## src/rtl/coherence_pkg.sv

```systemverilog
// Shared coherence definitions: MOESI encodings, snoop request codes and
// the snoop responder's FSM states.
package coherence_pkg;

    localparam logic [2:0] MOESI_M = 3'b000;
    localparam logic [2:0] MOESI_O = 3'b001;
    localparam logic [2:0] MOESI_E = 3'b010;
    localparam logic [2:0] MOESI_S = 3'b011;
    localparam logic [2:0] MOESI_I = 3'b100;

    localparam logic [3:0] SNP_RD    = 4'b0001;
    localparam logic [3:0] SNP_RDINV = 4'b0111;
    localparam logic [3:0] SNP_INV   = 4'b1101;

    typedef enum logic [2:0] {
        ST_IDLE,
        ST_LOOKUP,
        ST_UPDATE,
        ST_FILL,
        ST_SEND,
        ST_RESP
    } snoop_fsm_t;

    function automatic logic is_known_snoop(input logic [3:0] code);
        return (code == SNP_RD) || (code == SNP_RDINV) || (code == SNP_INV);
    endfunction

endpackage

```

## src/rtl/snoop_line_buffer.sv

```systemverilog
// One cache line of outgoing snoop data: word-addressed writes while filling,
// sequential beat reads while sending.
module snoop_line_buffer #(
    parameter int DATA_WIDTH = 32,
    parameter int LINE_WORDS = 4
) (
    input  logic                          ACLK,
    input  logic                          ARESETn,
    input  logic                          wr_en,
    input  logic [$clog2(LINE_WORDS)-1:0] wr_word,
    input  logic [DATA_WIDTH-1:0]         wr_data,
    input  logic                          ptr_clr,
    input  logic                          ptr_inc,
    output logic [DATA_WIDTH-1:0]         rd_data,
    output logic                          rd_last
);

    localparam int WORD_BITS = $clog2(LINE_WORDS);

    logic [DATA_WIDTH-1:0] words [LINE_WORDS];
    logic [WORD_BITS-1:0]  ptr;

    // NOTE: the line is small and must read as zero after reset, so the array
    // is reset like any other flop rather than left for a RAM macro.
    always_ff @(posedge ACLK or negedge ARESETn) begin
        if (!ARESETn) begin
            for (int i = 0; i < LINE_WORDS; i++) begin
                words[i] <= '0;
            end
            ptr <= '0;
        end else begin
            if (wr_en) begin
                words[wr_word] <= wr_data;
            end
            if (ptr_clr) begin
                ptr <= '0;
            end else if (ptr_inc) begin
                ptr <= ptr + 1'b1;
            end
        end
    end

    assign rd_data = words[ptr];
    assign rd_last = (ptr == WORD_BITS'(LINE_WORDS - 1));

endmodule

```

## src/rtl/snoop_responder.sv

```systemverilog
// Services peer snoops for one L1: tag lookup, MOESI state update through the
// controller's bus port, and line supply when this cache owns the data.
module snoop_responder
    import coherence_pkg::*;
#(
    parameter int ADDR_WIDTH = 32,
    parameter int DATA_WIDTH = 32,
    parameter int SETS       = 64,
    parameter int WAYS       = 4,
    parameter int LINE_WORDS = 4
) (
    input  logic                          ACLK,
    input  logic                          ARESETn,
    input  logic                          snoop_valid,
    output logic                          snoop_ready,
    input  logic [ADDR_WIDTH-1:0]         snoop_addr,
    input  logic [3:0]                    snoop_type,
    input  logic                          cpu_lock,
    output logic                          tag_rd_en,
    output logic [$clog2(SETS)-1:0]       tag_rd_index,
    output logic [ADDR_WIDTH-$clog2(LINE_WORDS*DATA_WIDTH/8)-$clog2(SETS)-1:0] tag_rd_tag,
    input  logic                          tag_hit,
    input  logic [$clog2(WAYS)-1:0]       tag_way,
    input  logic [2:0]                    tag_state,
    output logic                          hit2,
    output logic [2:0]                    hit_way_state2,
    output logic [3:0]                    bus_snoop,
    input  logic [2:0]                    next_state2,
    output logic                          st_wr_en,
    output logic [$clog2(SETS)-1:0]       st_wr_index,
    output logic [$clog2(WAYS)-1:0]       st_wr_way,
    output logic [2:0]                    st_wr_state,
    output logic                          data_rd_en,
    output logic [$clog2(SETS)-1:0]       data_rd_index,
    output logic [$clog2(WAYS)-1:0]       data_rd_way,
    output logic [$clog2(LINE_WORDS)-1:0] data_rd_word,
    input  logic [DATA_WIDTH-1:0]         data_rd_data,
    output logic                          resp_valid,
    input  logic                          resp_ready,
    output logic                          resp_hit,
    output logic                          resp_has_data,
    output logic [DATA_WIDTH-1:0]         resp_data,
    output logic                          resp_last
);

    localparam int INDEX_BITS  = $clog2(SETS);
    localparam int WAY_BITS    = $clog2(WAYS);
    localparam int WORD_BITS   = $clog2(LINE_WORDS);
    localparam int OFFSET_BITS = $clog2(LINE_WORDS * DATA_WIDTH / 8);
    localparam int TAG_BITS    = ADDR_WIDTH - OFFSET_BITS - INDEX_BITS;
    localparam int CNT_BITS    = WORD_BITS + 1;

    snoop_fsm_t            state, state_next;
    logic                  active;
    logic [INDEX_BITS-1:0] index_q;
    logic [TAG_BITS-1:0]   tag_q;
    logic [3:0]            type_q;
    logic                  hit_q;
    logic [WAY_BITS-1:0]   way_q;
    logic [CNT_BITS-1:0]   fill_cnt;

    logic                  eff_hit;
    logic                  supply;
    logic                  buf_wr_en;
    logic [WORD_BITS-1:0]  buf_wr_word;
    logic                  buf_ptr_clr;
    logic                  buf_ptr_inc;
    logic [DATA_WIDTH-1:0] buf_rd_data;
    logic                  buf_rd_last;
    logic                  unused_offset_bits;

    assign unused_offset_bits = ^snoop_addr[OFFSET_BITS-1:0];

    assign eff_hit = tag_hit && (tag_state != MOESI_I);
    assign supply  = eff_hit && ((type_q == SNP_RD) || (type_q == SNP_RDINV))
                     && (tag_state inside {MOESI_M, MOESI_O, MOESI_E});

    // active keeps snoop_ready low while reset is held and for one cycle after.
    always_ff @(posedge ACLK or negedge ARESETn) begin
        if (!ARESETn) begin
            state    <= ST_IDLE;
            active   <= 1'b0;
            index_q  <= '0;
            tag_q    <= '0;
            type_q   <= '0;
            hit_q    <= 1'b0;
            way_q    <= '0;
            fill_cnt <= '0;
        end else begin
            state  <= state_next;
            active <= 1'b1;
            if (snoop_valid && snoop_ready) begin
                index_q <= snoop_addr[OFFSET_BITS +: INDEX_BITS];
                tag_q   <= snoop_addr[OFFSET_BITS + INDEX_BITS +: TAG_BITS];
                type_q  <= snoop_type;
            end
            if (state == ST_UPDATE) begin
                hit_q    <= eff_hit;
                way_q    <= tag_way;
                fill_cnt <= '0;
            end else if (state == ST_FILL) begin
                fill_cnt <= fill_cnt + 1'b1;
            end
        end
    end

    // NOTE: every output is given a default before the case so no path
    // leaves one unassigned and a latch cannot be inferred.
    always_comb begin
        state_next     = state;
        snoop_ready    = 1'b0;
        tag_rd_en      = 1'b0;
        tag_rd_index   = '0;
        tag_rd_tag     = '0;
        hit2           = 1'b0;
        hit_way_state2 = MOESI_I;
        bus_snoop      = 4'b0000;
        st_wr_en       = 1'b0;
        st_wr_index    = '0;
        st_wr_way      = '0;
        st_wr_state    = '0;
        data_rd_en     = 1'b0;
        data_rd_index  = '0;
        data_rd_way    = '0;
        data_rd_word   = '0;
        resp_valid     = 1'b0;
        resp_hit       = 1'b0;
        resp_has_data  = 1'b0;
        resp_data      = '0;
        resp_last      = 1'b0;
        buf_wr_en      = 1'b0;
        buf_wr_word    = '0;
        buf_ptr_clr    = 1'b0;
        buf_ptr_inc    = 1'b0;

        case (state)
            ST_IDLE: begin
                snoop_ready = active && !cpu_lock;
                if (snoop_valid && snoop_ready) begin
                    state_next = ST_LOOKUP;
                end
            end
            ST_LOOKUP: begin
                tag_rd_en    = 1'b1;
                tag_rd_index = index_q;
                tag_rd_tag   = tag_q;
                state_next   = ST_UPDATE;
            end
            ST_UPDATE: begin
                hit2           = eff_hit;
                hit_way_state2 = eff_hit ? tag_state : MOESI_I;
                bus_snoop      = type_q;
                if (eff_hit && is_known_snoop(type_q) && (next_state2 != tag_state)) begin
                    st_wr_en    = 1'b1;
                    st_wr_index = index_q;
                    st_wr_way   = tag_way;
                    st_wr_state = next_state2;
                end
                state_next = supply ? ST_FILL : ST_RESP;
            end
            ST_FILL: begin
                // Reads are issued at counts 0..N-1; each word lands one count later.
                if (fill_cnt < CNT_BITS'(LINE_WORDS)) begin
                    data_rd_en    = 1'b1;
                    data_rd_index = index_q;
                    data_rd_way   = way_q;
                    data_rd_word  = fill_cnt[WORD_BITS-1:0];
                end
                if (fill_cnt != '0) begin
                    buf_wr_en   = 1'b1;
                    buf_wr_word = WORD_BITS'(fill_cnt - 1'b1);
                end
                if (fill_cnt == CNT_BITS'(LINE_WORDS)) begin
                    state_next = ST_SEND;
                end
            end
            ST_SEND: begin
                resp_valid    = 1'b1;
                resp_hit      = 1'b1;
                resp_has_data = 1'b1;
                resp_data     = buf_rd_data;
                resp_last     = buf_rd_last;
                if (resp_ready) begin
                    if (buf_rd_last) begin
                        buf_ptr_clr = 1'b1;
                        state_next  = ST_IDLE;
                    end else begin
                        buf_ptr_inc = 1'b1;
                    end
                end
            end
            ST_RESP: begin
                resp_valid = 1'b1;
                resp_hit   = hit_q;
                resp_last  = 1'b1;
                if (resp_ready) begin
                    state_next = ST_IDLE;
                end
            end
            default: state_next = ST_IDLE;
        endcase
    end

    snoop_line_buffer #(
        .DATA_WIDTH (DATA_WIDTH),
        .LINE_WORDS (LINE_WORDS)
    ) u_line_buffer (
        .ACLK    (ACLK),
        .ARESETn (ARESETn),
        .wr_en   (buf_wr_en),
        .wr_word (buf_wr_word),
        .wr_data (data_rd_data),
        .ptr_clr (buf_ptr_clr),
        .ptr_inc (buf_ptr_inc),
        .rd_data (buf_rd_data),
        .rd_last (buf_rd_last)
    );

endmodule

```

## config.mk

```make
export PLATFORM = sky130hd
export DESIGN_NAME = snoop_responder
export DESIGN_NICKNAME = d
export VERILOG_FILES = /design/src/rtl/coherence_pkg.sv /design/src/rtl/snoop_line_buffer.sv /design/src/rtl/snoop_responder.sv
export SDC_FILE = /design/constraint.sdc
export NUM_CORES = 1
export LEC_CHECK = 0
export CAP_MARGIN = 30
export CORE_ASPECT_RATIO = 0.8
export CORE_UTILIZATION = 53
export CTS_BUF_LIST = sky130_fd_sc_hd__clkbuf_8
export CTS_CLUSTER_DIAMETER = 100
export DETAILED_ROUTE_END_ITERATION = 16
export HOLD_SLACK_MARGIN = 0.03
export MAX_ROUTING_LAYER = met4
export PLACE_DENSITY = 0.83
export REMOVE_ABC_BUFFERS = 1
export SLEW_MARGIN = 15
export SYNTH_ARGS = -nofsm -noshare
export SYNTH_HDL_FRONTEND = slang
export SYNTH_SLANG_ARGS = --single-unit
```

## constraint.sdc

```tcl
create_clock -name ACLK -period 5.37 [get_ports ACLK]
set_input_delay 1.074 -clock ACLK [delete_from_list [all_inputs] [get_ports ACLK]]
set_output_delay 1.074 -clock ACLK [all_outputs]
set_load 0.005 [all_outputs]
```

==> out/metrics.cfg <==
[worst_setup_path]
worstPathRequired_ps = 4300
cp_max_fo = 12
worstPathArrival_ps = 3100
crit_path_end_kind = output port
crit_type = primary input to output port
r2r-start = state[1]
crit_start = tag_state[2]
worst_setup_path_start_kind = primary input

[synthesis]
synthSimpleGateAreaFrac_pct = 9.18
synth_xor_area_share_pct = 0.536
yosys_warnings = 0
synth_area_leaders = dfrtp_1 53%, mux2_2 16%, mux4_2 8.8%
ys_ff_latch = 172
synth_cells = 579
synth_ff_type = dfrtp_1
synth_edf_count = 0
synth_top_area_share_pct = 52.6
netlist_area_mm2 = 0.00818
synth_top_cell_by_area = dfrtp_1
synth_top_family_by_area = multiplexers
yosys.area_share.adder_pct = 0.459
avgSynthCellArea_um2 = 14.1
async_flop_share_pct = 100
synth_cell_type_count = 38
synth_compound_gate_area_share_pct = 1.25
muxShareOfSynthArea_pct = 32.6
ys_seq_area_share_pct = 52.6

[cts]
cts_setup_buffers = 0
cts_tree = yes
clkLatencyLatePin_ps = 450
path_clk_slew_ps = 90
cts_made_buffers = 17
h-tree-depth = 4
cts_hold_buffers = 0
cts_buffer_depth = 2
cts_resized = 0
cts_sinks = 172
cts-root-buf = clkbuf_8

[timing]
drv_slew = 0
tns_ps = 0
setup_viol = 0
fin_worst_skew_ps = 9.04
fmax_mhz = 240
finalHoldViolCount = 0
worstMarginPinSlew_ps = 935
fin_crit_sh_pct = 77.7
fin_ws_ps = 1200
rsz0062_at_grt = no
fin_crit_ps = 4170
slew-limit-headroom_pct = 37.4

[route]
dr_total_vias = 5310
via_per_inst = 5.50
wire_per_inst_um = 19.3
drc = 0
dr.first_iter.drc_count = 265
drt-total-wl_mm = 18.7
dr.pass1.iters = 4
final_antenna_net_count = 0

[layout]
syn_to_final_growth_pct = 28.4
num_antenna_cells = 0
drive_above_1_share_pct = 31.0
fin_util_pct = 69.7
fin_cells = 965
final_nets = 827

[place]
dpl_worst_slack_ps = 1240
globalplace.congestion = 0.871
place_inst = 932
dp_hpwl_mm = 12.4
io_buffers = 174

[hold_path]
hp-start = u_line_buffer.words[50]
hp-class = register to register

[global_route]
grt_pass1_vias = 5589
grt_remaining_overflow = 0
antenna_found_initial = 0
grt_max_degree = 66
grt_pass1_wl_mm = 29.8
grt_usage_pct = 25.1

[pwr]
cellLeakagePower_nw = 4.60
vdd_drop_max_mv = 0.256
power_mw = 4.27
power_density_mw_per_mm2 = 407

[flow_run]
drv_cap = 0

[floorplanning]
rows = 40
start_util_pct = 54.3
dieArea_mm2 = 0.0159
die_y_um = 113
coreArea_mm2 = 0.0151
io_pins = 179
die_w_um = 141

[run_status]
status = finished clean

## Yosys cell counts, types with 2 or more instances
cell and number:
o21ai_0 8, nand3_1 3, nor3_1 20, dfrtp_1 172, a22o_1 2, nand2b_1 6
buf_2 17, mux4_2 32, mux2_1 14, and2_1 58, clkbuf_1 20, nor3b_1 2
xor2_1 4, a21oi_1 3, nand2_1 8, buf_6 3, nor2_1 6, nand3b_1 3
mux2_2 118, ha_1 3, mux2_4 30, buf_1 2, nor4_1 12, and3_1 4
inv_1 16
## final cells by class
class | instances | area [µm²]
Multi-Input combinational cell | 348 | 3630
Tap cell | 210 | 263
Timing Repair Buffer | 186 | 1850
Fill cell | 1044 | 4570
Clock buffer | 18 | 248
Inverter | 17 | 63.8
Clock inverter | 14 | 135
Sequential cell | 172 | 4310
## through the flow
stage / area, µm² / hold slack [ps]
global route: 10500 / 515
global placement: 10100 / 462
floorplan: 7970 / 453
finish: 10500 / 496
CTS: 10500 / 499
detailed placement: 10100 / 479
## state kept, by name (all words and copies together), names as in the netlist
name,count
tag_q,22
u_line_buffer.ptr,2
index_q,6
way_q,2
u_line_buffer.words,128
active,1
fill_cnt,3
state,3
hit_q,1
type_q,4
## power by group
group          switching (mW)  internal, mW
clock                   0.486         0.386
combinational           0.562         0.924
sequential              0.303          1.61
## critical path: stages
cell	delay, ps
clkdlybuf4s50_1	470
or3b_2	230
nand3_1	340
nor4_1	420
clkdlybuf4s50_1	570
## final timing paths
path	to	slack, ps	cells past startpoint
worst max-delay path	st_wr_index[5]	1200	5
worst min-delay path	u_line_buffer.words[50]	500	1
worst max register to register	u_line_buffer.words[48]	2470	3
worst min register to register	u_line_buffer.words[50]	500	1
max in group asynchronous	u_line_buffer.words[47]	3630	2
min in group asynchronous	tag_q[11]	540	1
## cell usage in the layout, fill, tap and decap left out, types with 2 or more instances in the layout
cell type and count:
a21oi_1 3, a22o_1 2, and2_1 58, and3_1 4, buf_4 10, clkbuf_8 18
clkdlybuf4s50_1 173, clkinv_4 4, clkinvlp_4 4, dfrtp_1 170, dfrtp_2 2, ha_1 3
inv_1 16, inv_6 4, mux2_1 14, mux2_2 118, mux2_4 30, mux4_2 32
nand2_1 8, nand2b_1 6, nand3_1 3, nand3b_1 3, nor2_1 6, nor3_1 19
nor4_1 12, o21ai_0 8, xor2_1 4
## per-layer routing
| layer | wire (µm) | part of all wire, % | global-route usage (%) | vias to the layer above |
|---|---|---|---|---|
| li1 | - | - | - | 2394 |
| met2 | 9670 | 52 | 40.7 | 125 |
| met3 | 836 | 4.5 | 4.99 | 8 |
| met1 | 8060 | 43 | 33.3 | 2783 |
| met4 | 91 | 0.49 | 5.43 | 0 |
| met5 | 0 | 0 | - | - |
## logic make-up (layout without fill, tap and decap cells)
logic type / count (synthesis) / after routing
flip-flops: 172 / 172
AND/OR/NAND/NOR: 127 / 127
multiplexers: 195 / 195
adder cells (fa/ha/maj): 3 / 3
other: 1 / 1
buffers and inverters: 59 / 235
XOR/XNOR: 5 / 5
AO/OA/AOI/OAI: 17 / 17
Note: power is estimated with default switching activity, not from simulation.
